File: src/rtl/mptw_mem_arbiter_if.sv
// MEM-protocol bundle for the MPT walker arbiter: the per-channel request/response
// lanes plus the single shared downstream port.
// The slave modport is the arbiter's view. The master modport is the view of the
// surroundings, which are the walkers and the downstream converter.
interface mptw_mem_arbiter_if #(
    parameter int NUM_CH     = 2,
    parameter int ADDR_WIDTH = 64,
    parameter int DATA_WIDTH = 64
);
    // Channel side
    logic [NUM_CH-1:0]                     s_mem_req;
    logic [NUM_CH-1:0]                     s_mem_gnt;
    logic [NUM_CH-1:0][ADDR_WIDTH-1:0]     s_mem_addr;
    logic [NUM_CH-1:0][DATA_WIDTH-1:0]     s_mem_wdata;
    logic [NUM_CH-1:0]                     s_mem_we;
    logic [NUM_CH-1:0][DATA_WIDTH/8-1:0]   s_mem_be;
    logic [NUM_CH-1:0]                     s_mem_valid;
    logic [NUM_CH-1:0][DATA_WIDTH-1:0]     s_mem_rdata;
    logic [NUM_CH-1:0]                     s_mem_error;

    // Downstream side
    logic                                  m_mem_req;
    logic                                  m_mem_gnt;
    logic [ADDR_WIDTH-1:0]                 m_mem_addr;
    logic [DATA_WIDTH-1:0]                 m_mem_wdata;
    logic                                  m_mem_we;
    logic [DATA_WIDTH/8-1:0]               m_mem_be;
    logic                                  m_mem_valid;
    logic [DATA_WIDTH-1:0]                 m_mem_rdata;
    logic                                  m_mem_error;

    modport slave (
        input  s_mem_req, s_mem_addr, s_mem_wdata, s_mem_we, s_mem_be,
        output s_mem_gnt, s_mem_valid, s_mem_rdata, s_mem_error,
        output m_mem_req, m_mem_addr, m_mem_wdata, m_mem_we, m_mem_be,
        input  m_mem_gnt, m_mem_valid, m_mem_rdata, m_mem_error
    );

    modport master (
        output s_mem_req, s_mem_addr, s_mem_wdata, s_mem_we, s_mem_be,
        input  s_mem_gnt, s_mem_valid, s_mem_rdata, s_mem_error,
        input  m_mem_req, m_mem_addr, m_mem_wdata, m_mem_we, m_mem_be,
        output m_mem_gnt, m_mem_valid, m_mem_rdata, m_mem_error
    );
endinterface

File: src/rtl/mptw_mem_arbiter.sv
// N-channel MEM arbiter that lets several MPT walkers share one downstream port.
// Arbitration is round-robin. A request that is presented but not yet granted locks
// the arbiter onto its channel. A FIFO of channel IDs routes responses back in order,
// and a sticky flag records any response that arrives with nothing outstanding.
module mptw_mem_arbiter #(
    parameter int NUM_CH          = 2,
    parameter int ADDR_WIDTH      = 64,
    parameter int DATA_WIDTH      = 64,
    parameter int MAX_OUTSTANDING = 2
) (
    input  logic                clk_i,
    input  logic                rst_ni,
    mptw_mem_arbiter_if.slave   bus,
    output logic                busy_o,
    output logic                protocol_err_o
);
    localparam int SEL_W = (NUM_CH > 1) ? $clog2(NUM_CH) : 1;
    localparam int IDX_W = (MAX_OUTSTANDING > 1) ? $clog2(MAX_OUTSTANDING) : 1;
    localparam int CNT_W = $clog2(MAX_OUTSTANDING + 1);

    localparam logic [SEL_W-1:0] LAST_CH  = SEL_W'(NUM_CH - 1);
    localparam logic [IDX_W-1:0] LAST_IDX = IDX_W'(MAX_OUTSTANDING - 1);
    localparam logic [CNT_W-1:0] FULL_CNT = CNT_W'(MAX_OUTSTANDING);
    localparam logic [CNT_W-1:0] ONE_CNT  = CNT_W'(1);

    // Advance a FIFO pointer. Depth need not be a power of two, so the wrap is explicit.
    function automatic logic [IDX_W-1:0] next_idx(input logic [IDX_W-1:0] idx);
        logic [IDX_W-1:0] res;
        if (idx == LAST_IDX) begin
            res = {IDX_W{1'b0}};
        end else begin
            res = idx + IDX_W'(1);
        end
        return res;
    endfunction

    // Registered state
    logic [SEL_W-1:0] rr_ptr_q, rr_ptr_d;
    logic             lock_q, lock_d;
    logic [SEL_W-1:0] lock_ch_q, lock_ch_d;
    logic [SEL_W-1:0] fifo_q [MAX_OUTSTANDING];
    logic [IDX_W-1:0] wr_ptr_q, wr_ptr_d;
    logic [IDX_W-1:0] rd_ptr_q, rd_ptr_d;
    logic [CNT_W-1:0] count_q, count_d;
    logic             protocol_err_q, protocol_err_d;

    // Combinational helpers
    logic [SEL_W-1:0] rr_sel_s;
    logic             found_s;
    logic [SEL_W-1:0] cand_s;
    logic [SEL_W-1:0] sel_s;
    logic [SEL_W-1:0] head_s;
    logic             fifo_full_s;
    logic             fifo_empty_s;
    logic             m_req_s;
    logic             hs_s;
    logic             pop_s;

    // Round-robin search: first requesting channel at or after rr_ptr, wrapping modulo NUM_CH.
    always_comb begin
        rr_sel_s = rr_ptr_q;
        found_s  = 1'b0;
        cand_s   = {SEL_W{1'b0}};
        for (int i = 0; i < NUM_CH; i++) begin
            cand_s = SEL_W'((int'(rr_ptr_q) + i) % NUM_CH);
            if (!found_s && bus.s_mem_req[cand_s]) begin
                rr_sel_s = cand_s;
                found_s  = 1'b1;
            end else begin
                found_s  = found_s;
            end
        end
    end

    // A locked channel holds the port until it is granted. Otherwise the round-robin pick wins.
    // The request is also gated by reset, so the port reads idle while reset is asserted.
    always_comb begin
        if (lock_q) begin
            sel_s = lock_ch_q;
        end else begin
            sel_s = rr_sel_s;
        end
        fifo_full_s  = (count_q == FULL_CNT);
        fifo_empty_s = (count_q == {CNT_W{1'b0}});
        head_s       = fifo_q[rd_ptr_q];
        m_req_s      = rst_ni & bus.s_mem_req[sel_s] & ~fifo_full_s;
        hs_s         = m_req_s & bus.m_mem_gnt;
        pop_s        = bus.m_mem_valid & ~fifo_empty_s;
    end

    // Forward the selected request downstream. Route grants and responses back with no added latency.
    always_comb begin
        bus.m_mem_req   = m_req_s;
        bus.m_mem_addr  = bus.s_mem_addr[sel_s];
        bus.m_mem_wdata = bus.s_mem_wdata[sel_s];
        bus.m_mem_we    = bus.s_mem_we[sel_s];
        bus.m_mem_be    = bus.s_mem_be[sel_s];
        bus.s_mem_rdata = {NUM_CH{bus.m_mem_rdata}};
        bus.s_mem_gnt   = {NUM_CH{1'b0}};
        bus.s_mem_valid = {NUM_CH{1'b0}};
        bus.s_mem_error = {NUM_CH{1'b0}};
        if (hs_s) begin
            bus.s_mem_gnt[sel_s] = 1'b1;
        end else begin
            bus.s_mem_gnt = {NUM_CH{1'b0}};
        end
        if (pop_s) begin
            bus.s_mem_valid[head_s] = 1'b1;
            bus.s_mem_error[head_s] = bus.m_mem_error;
        end else begin
            bus.s_mem_valid = {NUM_CH{1'b0}};
            bus.s_mem_error = {NUM_CH{1'b0}};
        end
    end

    // Next-state for the rotation pointer, the lock, the FIFO pointers, the count and the sticky error.
    always_comb begin
        rr_ptr_d  = rr_ptr_q;
        lock_d    = lock_q;
        lock_ch_d = lock_ch_q;
        if (hs_s) begin
            rr_ptr_d = (sel_s == LAST_CH) ? {SEL_W{1'b0}} : (sel_s + SEL_W'(1));
            lock_d   = 1'b0;
        end else if (m_req_s) begin
            lock_d    = 1'b1;
            lock_ch_d = sel_s;
        end else begin
            lock_d    = lock_q;
        end

        wr_ptr_d = hs_s  ? next_idx(wr_ptr_q) : wr_ptr_q;
        rd_ptr_d = pop_s ? next_idx(rd_ptr_q) : rd_ptr_q;

        case ({hs_s, pop_s})
            2'b10:   count_d = count_q + ONE_CNT;
            2'b01:   count_d = count_q - ONE_CNT;
            default: count_d = count_q;
        endcase

        protocol_err_d = protocol_err_q | (bus.m_mem_valid & fifo_empty_s);
    end

    // Control state register with asynchronous reset.
    always_ff @(posedge clk_i or negedge rst_ni) begin
        if (!rst_ni) begin
            rr_ptr_q       <= {SEL_W{1'b0}};
            lock_q         <= 1'b0;
            lock_ch_q      <= {SEL_W{1'b0}};
            wr_ptr_q       <= {IDX_W{1'b0}};
            rd_ptr_q       <= {IDX_W{1'b0}};
            count_q        <= {CNT_W{1'b0}};
            protocol_err_q <= 1'b0;
        end else begin
            rr_ptr_q       <= rr_ptr_d;
            lock_q         <= lock_d;
            lock_ch_q      <= lock_ch_d;
            wr_ptr_q       <= wr_ptr_d;
            rd_ptr_q       <= rd_ptr_d;
            count_q        <= count_d;
            protocol_err_q <= protocol_err_d;
        end
    end

    // ID FIFO storage: the granted channel index is written at the tail on every handshake.
    always_ff @(posedge clk_i or negedge rst_ni) begin
        if (!rst_ni) begin
            for (int k = 0; k < MAX_OUTSTANDING; k++) begin
                fifo_q[k] <= {SEL_W{1'b0}};
            end
        end else if (hs_s) begin
            fifo_q[wr_ptr_q] <= sel_s;
        end else begin
            fifo_q[wr_ptr_q] <= fifo_q[wr_ptr_q];
        end
    end

    assign busy_o         = ~fifo_empty_s;
    assign protocol_err_o = protocol_err_q;

endmodule
File: src/flat_wrapper.sv
// flat-port wrapper written by rule: the top's interface ports become plain ports
module mptw_mem_arbiter_flat 
#(
    parameter int NUM_CH          = 2,
    parameter int ADDR_WIDTH      = 64,
    parameter int DATA_WIDTH      = 64,
    parameter int MAX_OUTSTANDING = 2
)
  (clk_i, rst_ni, busy_o, protocol_err_o, bus_s_mem_req, bus_s_mem_addr, bus_s_mem_wdata, bus_s_mem_we, bus_s_mem_be, bus_s_mem_gnt, bus_s_mem_valid, bus_s_mem_rdata, bus_s_mem_error, bus_m_mem_req, bus_m_mem_addr, bus_m_mem_wdata, bus_m_mem_we, bus_m_mem_be, bus_m_mem_gnt, bus_m_mem_valid, bus_m_mem_rdata, bus_m_mem_error);
  mptw_mem_arbiter_if #(.NUM_CH(NUM_CH), .ADDR_WIDTH(ADDR_WIDTH), .DATA_WIDTH(DATA_WIDTH)) bus_i ();
  input  logic clk_i;
  input  logic rst_ni;
  output logic busy_o;
  output logic protocol_err_o;
  input wire logic [$bits(bus_i.s_mem_req)-1:0] bus_s_mem_req;
  input wire logic [$bits(bus_i.s_mem_addr)-1:0] bus_s_mem_addr;
  input wire logic [$bits(bus_i.s_mem_wdata)-1:0] bus_s_mem_wdata;
  input wire logic [$bits(bus_i.s_mem_we)-1:0] bus_s_mem_we;
  input wire logic [$bits(bus_i.s_mem_be)-1:0] bus_s_mem_be;
  output wire logic [$bits(bus_i.s_mem_gnt)-1:0] bus_s_mem_gnt;
  output wire logic [$bits(bus_i.s_mem_valid)-1:0] bus_s_mem_valid;
  output wire logic [$bits(bus_i.s_mem_rdata)-1:0] bus_s_mem_rdata;
  output wire logic [$bits(bus_i.s_mem_error)-1:0] bus_s_mem_error;
  output wire logic [$bits(bus_i.m_mem_req)-1:0] bus_m_mem_req;
  output wire logic [$bits(bus_i.m_mem_addr)-1:0] bus_m_mem_addr;
  output wire logic [$bits(bus_i.m_mem_wdata)-1:0] bus_m_mem_wdata;
  output wire logic [$bits(bus_i.m_mem_we)-1:0] bus_m_mem_we;
  output wire logic [$bits(bus_i.m_mem_be)-1:0] bus_m_mem_be;
  input wire logic [$bits(bus_i.m_mem_gnt)-1:0] bus_m_mem_gnt;
  input wire logic [$bits(bus_i.m_mem_valid)-1:0] bus_m_mem_valid;
  input wire logic [$bits(bus_i.m_mem_rdata)-1:0] bus_m_mem_rdata;
  input wire logic [$bits(bus_i.m_mem_error)-1:0] bus_m_mem_error;
  assign bus_i.s_mem_req = bus_s_mem_req;
  assign bus_i.s_mem_addr = bus_s_mem_addr;
  assign bus_i.s_mem_wdata = bus_s_mem_wdata;
  assign bus_i.s_mem_we = bus_s_mem_we;
  assign bus_i.s_mem_be = bus_s_mem_be;
  assign bus_s_mem_gnt = bus_i.s_mem_gnt;
  assign bus_s_mem_valid = bus_i.s_mem_valid;
  assign bus_s_mem_rdata = bus_i.s_mem_rdata;
  assign bus_s_mem_error = bus_i.s_mem_error;
  assign bus_m_mem_req = bus_i.m_mem_req;
  assign bus_m_mem_addr = bus_i.m_mem_addr;
  assign bus_m_mem_wdata = bus_i.m_mem_wdata;
  assign bus_m_mem_we = bus_i.m_mem_we;
  assign bus_m_mem_be = bus_i.m_mem_be;
  assign bus_i.m_mem_gnt = bus_m_mem_gnt;
  assign bus_i.m_mem_valid = bus_m_mem_valid;
  assign bus_i.m_mem_rdata = bus_m_mem_rdata;
  assign bus_i.m_mem_error = bus_m_mem_error;
  mptw_mem_arbiter #(.NUM_CH(NUM_CH), .ADDR_WIDTH(ADDR_WIDTH), .DATA_WIDTH(DATA_WIDTH), .MAX_OUTSTANDING(MAX_OUTSTANDING)) u_core (.clk_i(clk_i), .rst_ni(rst_ni), .bus(bus_i), .busy_o(busy_o), .protocol_err_o(protocol_err_o));
endmodule
File: config.mk
export PLATFORM = sky130hd
export DESIGN_NAME = mptw_mem_arbiter_flat
export DESIGN_NICKNAME = d
export VERILOG_FILES = /design/src/rtl/mptw_mem_arbiter_if.sv /design/src/rtl/mptw_mem_arbiter.sv /design/src/flat_wrapper.sv
export SDC_FILE = /design/constraint.sdc
export NUM_CORES = 1
export LEC_CHECK = 0
export CAP_MARGIN = 0
export CORE_AREA = 2 2 244 246
export DETAILED_ROUTE_END_ITERATION = 7
export DIE_AREA = 0 0 246 248
export SYNTH_ARGS = -nofsm -noshare
export SYNTH_HDL_FRONTEND = slang
export SYNTH_SLANG_ARGS = --single-unit
File: constraint.sdc
create_clock -name clk_i -period 7.6 [get_ports clk_i]
set_clock_uncertainty 0.2 [all_clocks]
set_input_delay 2.28 -clock clk_i [delete_from_list [all_inputs] [get_ports clk_i]]
set_output_delay 2.28 -clock clk_i [all_outputs]
set_load 0.01 [all_outputs]
==> impl_metrics.yaml, run 1 <==
worst_setup_path:
  path_buf_inv: 4
  worstPathArrival_ns: 4.69
  crit_family: "buffers and inverters"
  crit_path_max_incr_delay_ns: 0.51
  crit_required_ns: 5.12
  critPathLaunchType: "input pin"
  crit_path_cell_trace: "clkdlybuf4s50_1 > a21oi_1 > o31ai_4 > buf_12 > buf_12 > mux2_2 > clkdlybuf4s50_1"
  critPathCaptureType: "output port"
  cpMaxStageDelayCell: "clkdlybuf4s50_1"
  cp_max_fo: 37
  crit_type: "input pin to output port"
job:
  drv_cap: 0
global_routing:
  antenna_found_initial: 6
  grt_use_met3_pct: 2.80
  grt_pass1_wl_um: 22200
  grt_util_met1_pct: 5.07
  top_usage_layer: "met2"
  gr-total-overflow: 0
  met2_usage_pct: 8.30
  track_usage_pct: 4.85
  grt_pass1_vias: 3688
  grt_start_max_net_pins: 38
floorplan:
  dieHeight_um: 248
  initial_core_util_pct: 5.34
  row_count: 89
  die_w_um: 246
  num_io_pins: 619
  coreArea_mm2: 0.0585
  die_area_mm2: 0.0610
sta:
  hold_ws_ns: 0.257
  finalSetupViolations: 0
  drv_slew: 0
  finalHoldViolations: 0
  min_period_ns: 7.17
  fin_tns_setup_ns: 0
  grt_setup_unrepaired: "no"
  fmax_mhz: 140
  tightestPinTransition_ns: 0.399
  setup_ws_ns: 0.434
  slew_headroom_pct: 73.4
  fin_crit_sh_pct: 94.3
clock_network:
  htreeDepth: 1
  numCtsBuffers: 3
  cts_tree: "yes"
  clock_sinks: 10
  cts_resized: 0
  clockBufferDepth: 2
  clkSlewWorstSetupHoldPaths_ns: 0.04
  hold_buffers: 0
  clock_latency_ns: 0.23
  cts_root_buf: "clkbuf_16"
  cts_setup_buffers: 0
power_and_ir_drop:
  clockPowerShare_pct: 4.9
  leakage_nw: 2.55
  ir_drop_v: 0.000158
  switchingPower_w: 0.000771
  combPwrFrac_pct: 90.0
  power.internal_w: 0.00131
  seqPwrFrac_pct: 5.1
  p_per_area_mw_per_mm2: 277
  switching_share_pct: 37.0
routing:
  ant_nets: 0
  drtPass1Iterations: 4
  drcViolationCount: 0
  totalWireLength_um: 18100
  drtIter0Drc: 102
  via_per_inst: 2.60
  route.vias.total: 3651
  wl_per_cell_um: 12.9
finish:
  final_nets: 975
  layout-drive-gt1-share_pct: 22.6
  final_common_cell: "clkdlybuf4s50_1"
  final_cell_mix: "clkdlybuf4s50_1 (426), mux2_2 (125), mux2_1 (13), dfrtp_1 (10), nor2_1 (8)"
  final_cells: 1403
  syn_to_final_growth_pct: 141
placed_design:
  io_buffers: 426
  place.gp.congestion: 0.741
  place_inst: 1397
  hpwl_um: 16100
  place_ws_ns: 0.434
worst_hold_path:
  worstHoldPathType: "flip-flop to flip-flop"
synthesis:
  syn_area_per_cell_um2: 9.41
  synth-seq-cells: 10
  yosysWarnings: 0
  ys_seq_area_share_pct: 8.01
  yosys.cell_types.count: 26
  syn_nets: 678
  synthCells: 332
  syn_area_mm2: 0.00312
run_status:
  status: "finished, final reports clean"
flip-flops by register name, indices dropped and copies added, names as in the netlist:
name	flops
u_core.count_q	2
u_core.fifo_q	2
u_core.lock_ch_q	1
u_core.lock_q	1
u_core.protocol_err_o	1
u_core.rd_ptr_q	1
u_core.rr_ptr_q	1
u_core.wr_ptr_q	1
area by class of cell:
cell class,count,area (um^2)
fillers,6623,50900
repair buffers,435,4370
multi-input cells,174,1830
well taps,773,967
flip-flops and latches,10,250
clock buffers,4,88.8
inverters,5,18.8
diodes,2,5.00
per-stage QoR:
stage	cell area (um^2)	utilization [%]	power, W
2_1_floorplan	3120	-	0.00109
4_1_cts	7520	12.9	0.00210
3_3_place_gp	7430	12.7	0.00198
3_5_place_dp	7430	12.7	0.00199
5_1_grt	7530	12.9	0.00220
6_report	7530	12.9	0.00208
cell families (layout without fill, tap and decap cells):
| family | Yosys count | in the layout | synth area share (%) |
|---|---|---|---|
| mux | 141 | 141 | 50.9 |
| flops | 10 | 10 | 8.01 |
| fa+ha+maj | 1 | 1 | 0.400 |
| compound gates | 10 | 10 | 3.04 |
| xor+xnor | 5 | 5 | 1.40 |
| other cells | 0 | 2 | 0 |
| buf+inv | 148 | 444 | 33.8 |
| simple gates | 17 | 17 | 2.52 |
synth_stat cells, drive strengths merged:
library cell / count / area [um^2]
buf: 143 / 1040
a31oi: 2 / 12.5
o31a: 1 / 8.76
nand3b: 1 / 7.51
inv: 5 / 18.8
o31ai: 1 / 12.5
nor3: 1 / 5.00
a21oi: 2 / 10.0
and3: 2 / 12.5
ha: 1 / 12.5
xor2: 1 / 8.76
mux2: 139 / 1570
o21a: 1 / 7.51
nand2: 4 / 17.5
mux2i: 2 / 20.0
a21o: 1 / 7.51
a41oi: 1 / 8.76
dfrtp: 10 / 250
a2111oi: 1 / 27.5
nor2: 8 / 30.0
xnor2: 4 / 35.0
nor2b: 1 / 6.26
worst paths after layout:
check	startpoint	to	slack (ns)	depth (start not counted)
worst min-delay path	u_core.protocol_err_o$_DFF_PN0_	u_core.protocol_err_o$_DFF_PN0_	0.26	1
max in group asynchronous	rst_ni	u_core.wr_ptr_q$_DFFE_PN0N_	4.92	2
min in group asynchronous	rst_ni	u_core.count_q[0]$_DFFE_PN0P_	2.14	2
worst max register to register	u_core.lock_ch_q$_DFFE_PN0P_	u_core.count_q[1]$_DFFE_PN0P_	5.53	6
worst max-delay path	bus_s_mem_req[1]	bus_m_mem_be[5]	0.43	7
worst min register to register	u_core.protocol_err_o$_DFF_PN0_	u_core.protocol_err_o$_DFF_PN0_	0.26	1
power groups by stage:
stage | Clock [W] | Sequential, W | Combinational (W)
floorplan | 0 | 0.0000981 | 0.000988
global placement | 0 | 0.000103 | 0.00187
detailed placement | 0 | 0.000105 | 0.00188
CTS | 0.000106 | 0.000105 | 0.00189
global route | 0.000109 | 0.000109 | 0.00198
finish | 0.000102 | 0.000106 | 0.00187
routing by layer:
metal | vias to the layer above | share of wire (%)
met4 | 2 | 2.2
met2 | 418 | 47
met5 | - | 0.044
met1 | 1599 | 34
met3 | 20 | 17
li1 | 1612 | -
worst register-to-register path, cell delays in order, from the launching register on:
cell and delay (ns):
dfrtp_1 0.41, mux2i_1 0.17, a2111oi_4 0.40, nand2_2 0.17, ha_1 0.33, nor2_1 0.13
xor2_1 0.17
(Power assumes the default switching activity.)
==> run 2: changes to the inputs <==
SLEW_MARGIN = 10   (was default)
==> results of run 2 <==
No change in the layout: final DEF, timing and power equal those of run 1.
==> run 3: changes to the inputs <==
SKIP_CTS_REPAIR_TIMING = 1   (was default)
==> results of run 3 <==
No change in the layout: final DEF, timing and power equal those of run 1.
